==> src/rtl/uart_echo.sv <==
`timescale 1ns/1ps
// uart_echo: byte echo path between uart_rx and uart_tx.
// Received bytes are queued in a power-of-two FIFO, optionally folded to
// uppercase on the way in, and replayed to uart_tx one byte at a time.
//
// Handshake: o_tx_dv is a one-cycle request to uart_tx. o_tx_byte holds
// from that request until the next one. uart_tx acknowledges with a
// one-cycle i_tx_done. A done is consumed only while a request is
// outstanding (after the request cycle). One idle cycle follows each done
// so uart_tx can settle, which makes the next request land three cycles
// after the done.
module uart_echo #(
  parameter int CLKS_PER_BIT = 87,
  parameter int DEPTH        = 16,
  parameter int ADDR_W       = 4,
  parameter bit UPPERCASE    = 1'b1
) (
  input  logic              i_clock,
  input  logic              i_reset,
  input  logic              i_rx_dv,
  input  logic [7:0]        i_rx_byte,
  input  logic              i_tx_done,
  output logic              o_tx_dv,
  output logic [7:0]        o_tx_byte,
  output logic [ADDR_W:0]   o_count,
  output logic              o_overflow,
  output logic              o_busy
);

  // CLKS_PER_BIT only travels alongside this block to the serial engines;
  // it is checked here together with the FIFO geometry.
  generate
    if ((CLKS_PER_BIT < 1) || (DEPTH < 2) || (DEPTH != (1 << ADDR_W))) begin : g_bad_params
      $error("uart_echo: DEPTH must equal 2**ADDR_W (>=2) and CLKS_PER_BIT must be positive");
    end
  endgenerate

  typedef enum logic [1:0] {
    ST_IDLE = 2'd0,
    ST_SEND = 2'd1,
    ST_WAIT = 2'd2,
    ST_GAP  = 2'd3
  } state_t;

  state_t          state;
  logic [7:0]      mem [DEPTH];
  logic [ADDR_W:0] wr_ptr;
  logic [ADDR_W:0] rd_ptr;
  logic            full;
  logic            empty;
  logic            push;
  logic [7:0]      rx_folded;

  // Pointers carry one extra wrap bit: equal means empty, equal except
  // for the wrap bit means full.
  assign empty   = (wr_ptr == rd_ptr);
  assign full    = (wr_ptr[ADDR_W] != rd_ptr[ADDR_W]) &&
                   (wr_ptr[ADDR_W-1:0] == rd_ptr[ADDR_W-1:0]);
  // Full is judged on the pre-edge pointers, so a push at full is dropped
  // even when a pop happens on the same edge.
  assign push    = i_rx_dv && !full;
  assign o_count = wr_ptr - rd_ptr;

  // Fold lowercase ASCII to uppercase before the byte enters the FIFO.
  always_comb begin
    rx_folded = i_rx_byte;
    if (UPPERCASE && (i_rx_byte >= 8'h61) && (i_rx_byte <= 8'h7A)) begin
      rx_folded = i_rx_byte - 8'h20;
    end
  end

  // FIFO storage; no reset needed since the pointers define what is valid.
  always_ff @(posedge i_clock) begin
    if (push) begin
      mem[wr_ptr[ADDR_W-1:0]] <= rx_folded;
    end
  end

  // Write pointer and sticky overflow flag.
  always_ff @(posedge i_clock or posedge i_reset) begin
    if (i_reset) begin
      wr_ptr     <= '0;
      o_overflow <= 1'b0;
    end else begin
      if (push) begin
        wr_ptr <= wr_ptr + 1'b1;
      end
      if (i_rx_dv && full) begin
        o_overflow <= 1'b1;
      end
    end
  end

  // Transmit sequencer: pop the head in IDLE, pulse the request in SEND,
  // wait for done, then spend one GAP cycle before looking at the FIFO again.
  always_ff @(posedge i_clock or posedge i_reset) begin
    if (i_reset) begin
      state     <= ST_IDLE;
      rd_ptr    <= '0;
      o_tx_dv   <= 1'b0;
      o_tx_byte <= 8'h00;
      o_busy    <= 1'b0;
    end else begin
      o_tx_dv <= 1'b0;
      case (state)
        ST_IDLE: begin
          if (!empty) begin
            o_tx_byte <= mem[rd_ptr[ADDR_W-1:0]];
            rd_ptr    <= rd_ptr + 1'b1;
            o_tx_dv   <= 1'b1;
            o_busy    <= 1'b1;
            state     <= ST_SEND;
          end
        end
        ST_SEND: begin
          state <= ST_WAIT;
        end
        ST_WAIT: begin
          if (i_tx_done) begin
            state <= ST_GAP;
          end
        end
        ST_GAP: begin
          o_busy <= 1'b0;
          state  <= ST_IDLE;
        end
        default: begin
          state <= ST_IDLE;
        end
      endcase
    end
  end

endmodule

==> config.mk <==
export PLATFORM = sky130hd
export DESIGN_NAME = uart_echo
export DESIGN_NICKNAME = d
export VERILOG_FILES = /design/src/rtl/uart_echo.sv
export SDC_FILE = /design/constraint.sdc
export NUM_CORES = 1
export LEC_CHECK = 0
export BUFFER_PORTS_ARGS = -buffer_cell sky130_fd_sc_hd__buf_4
export CAP_MARGIN = 20
export CORE_MARGIN = 2
export CORE_UTILIZATION = 60
export CTS_CLUSTER_SIZE = 28
export DETAILED_ROUTE_END_ITERATION = 10
export GPL_TIMING_DRIVEN = 0
export PLACE_DENSITY_LB_ADDON = 0.12
export SYNTH_ARGS = -nofsm -noshare
export SYNTH_HDL_FRONTEND = slang
export SYNTH_SLANG_ARGS = --single-unit
==> constraint.sdc <==
create_clock -name i_clock -period 5.2 [get_ports i_clock]
set_input_delay 1.3 -clock i_clock [delete_from_list [all_inputs] [get_ports i_clock]]
set_output_delay 1.3 -clock i_clock [all_outputs]
set_load 0.05 [all_outputs]
==> metrics <==
die area 0.0111 sq mm; CTS max path bufs 2; core outline area 0.0102 sq mm; Yosys Warn Count 0; r2r startpoint rd_ptr[1]$_DFFE_PP0P_; final WL 12300 um; final total power 4.56 mW; share of layout cells above drive strength 1 20.7%; Least-Margin Pin Slew 1090 ps; Slew Limit Fails 0; crit share post-route 82.2%; Layout Area Growth over Synthesis 15.8%; peak supply drop 0.434 mV; initial core utilization 60.8%; Fmax achieved 234 MHz; GRT Resource Usage Total 23.9%; routed length per instance 21.7 um; Post-layout nets 444; FF+latch count, synth 151; part of the power in registers 35.4%; GR Overflow Total 0; normalized max-slew margin 26.8%; register area share after synthesis 71.4%; status finished clean; Gates resized, CTS repair 0; Routability Congestion 0.788; Worst setup EP type output port; Sw Share 37.4%; Hold Buf Count CTS 0; CP Launch Point rd_ptr[1]$_DFFE_PP0P_; Top Ports 28; Leak 2.61 nW; commonest non-fill, non-tap cell in the layout edfxtp_1; Post-Syn Area 0.00619 sq mm; largest net degree at the start of global routing 24; CTS buffer count 17; # setup viols final 0; clk_lat worst skew 540 ps; Max Fanout on Critical Path 11; Pint 2.86 mW; initial antenna violation count 0; site row count 37; most frequent cells in the layout 128 x edfxtp_1, 32 x mux2i_1, 31 x buf_4, 24 x nor2_1, 23 x dfrtp_1; number of diodes 0; Switch Pwr 1.71 mW; HPWL after DPL 8160 um; crit path launch type register; cells after synthesis 366; H-tree depth 4; DR iter-0 viols 176; Power Density 637 mW/mm^2; Hold Path Origin o_overflow$_DFFE_PP0P_; global-route wire length before repair 18700 um; RSZ-0062 raised after global routing false; number of clock sinks 151; CTS Root Cell clkbuf_8; syn_nets 393; hold_ws 455 ps; Final min period 4280 ps; Syn Area/Cell 16.9 sq um; drt first pass iters 4; DP Area 0.00660 sq mm; Clock power frac 25.5%; vias in the first global route 3318; clock skew 32.5 ps; post-layout util 70.4%; Synth cell types 38; HP Class register to register; Setup TNS 0 ps; Max Cap Viol 0; portion of total power attributed to combinational logic 39.1%; DIE WIDTH 106 um; clock-pin slew on the worst setup and hold paths 60 ps; I/O Buffers 27; type of the worst setup path register to output port; post-route cell area 0.00717 sq mm; CTS tree built; Via density 5.86; CP required 3900 ps; drt drc 0; postcts setup bufs 0; # fillers 683; via count 3318; ANT nets after route 0; Worst EP arrival 2980 ps; count of final hold-check violations 0; Die Span Y 106 um
cell usage after synthesis, drive strengths merged:
master  instances  area share, %
nor4            1           0.10
fa              1           0.32
clkbuf          4           0.24
nand4           4           0.40
o21a            2           0.24
a31oi           8           0.81
dfrtp          23            9.3
xnor2          10            1.4
clkinv          1          0.061
or3b            1           0.14
nand2b          2           0.20
nor2b           1           0.10
a21o            4           0.49
nand3b          1           0.12
edfxtp        128             62
mux4           16            5.9
buf            12            1.7
a21oi          13            1.1
o22ai           9           0.91
nor2           24            1.5
xor2            3           0.42
nand3           1          0.081
inv            14           0.85
mux2            1           0.18
mux2i          32            5.2
nand2          10           0.61
o32a            1           0.16
a221oi          8            1.1
o21ai          11           0.89
ha             14            2.8
nor3            5           0.40
or4             1           0.12
final timing paths:
check / endpoint / slack, ps / depth (start not counted)
worst min register to register: o_overflow$_DFFE_PP0P_ / 460 / 1
max in group asynchronous: o_tx_byte[4]$_DFFE_PP0P_ / 3600 / 2
min in group asynchronous: o_busy$_DFFE_PP0P_ / 980 / 2
worst max-delay path: o_count[4] / 920 / 7
worst min-delay path: o_overflow$_DFFE_PP0P_ / 460 / 1
worst max register to register: mem[1][6]$_DFFE_PP_ / 1650 / 9
flip-flops by register name, indices dropped and copies added, names as in the netlist:
register / flops
mem: 128
o_tx_byte: 8
rd_ptr: 5
wr_ptr: 5
state: 2
o_busy: 1
o_overflow: 1
o_tx_dv: 1
final cells by class:
cell class,instances,area [sq um],area share (%)
multi-input cells,184,1590,22.2
repair buffers,32,239,3.34
clock buffers,18,418,5.83
flip-flops and latches,151,4420,61.7
clock inverters,14,150,2.10
inverters,15,56.3,0.786
plain buffers,16,121,1.69
well taps,136,170,2.37
routing by layer:
layer,up-vias,GRT usage (%),share of wire [%]
li1,1533,-,-
met1,1699,31.9,43
met2,76,38.9,52
met3,10,6.00,4.7
met4,0,8.08,0.81
met5,-,0,0
kinds of logic after synthesis:
logic type,count (synthesis),share of synthesized area [%]
AO/OA/AOI/OAI,56,5.68
XOR/XNOR,13,1.84
adder cells (fa/ha/maj),15,3.15
buffers and inverters,31,2.87
flip-flops,151,71.4
multiplexers,49,11.3
AND/OR/NAND/NOR,51,3.74
stage by stage:
stage | instances | setup slack (ps)
final | 566 | 924
after global routing | 566 | 744
after CTS | 566 | 912
after detailed placement | 534 | 1480
after global placement | 529 | 1440
after floorplan | 366 | 1730
worst max-delay path, cell delays in order (launching register included):
cell and delay (ps):
dfrtp_1 470, buf_2 340, clkinv_1 400, fa_1 550, a21o_1 170, a21oi_1 170, xnor2_1 130, buf_4 210
power groups by stage:
stage / Clock [mW] / Combinational, mW / Sequential, mW
5_1_grt: 1.22 / 1.91 / 1.63
4_1_cts: 1.17 / 1.80 / 1.61
3_5_place_dp: 0 / 1.79 / 1.64
3_3_place_gp: 0 / 1.75 / 1.63
2_1_floorplan: 0 / 1.19 / 1.75
6_report: 1.16 / 1.79 / 1.61
Power figures use the tool's default switching activity.
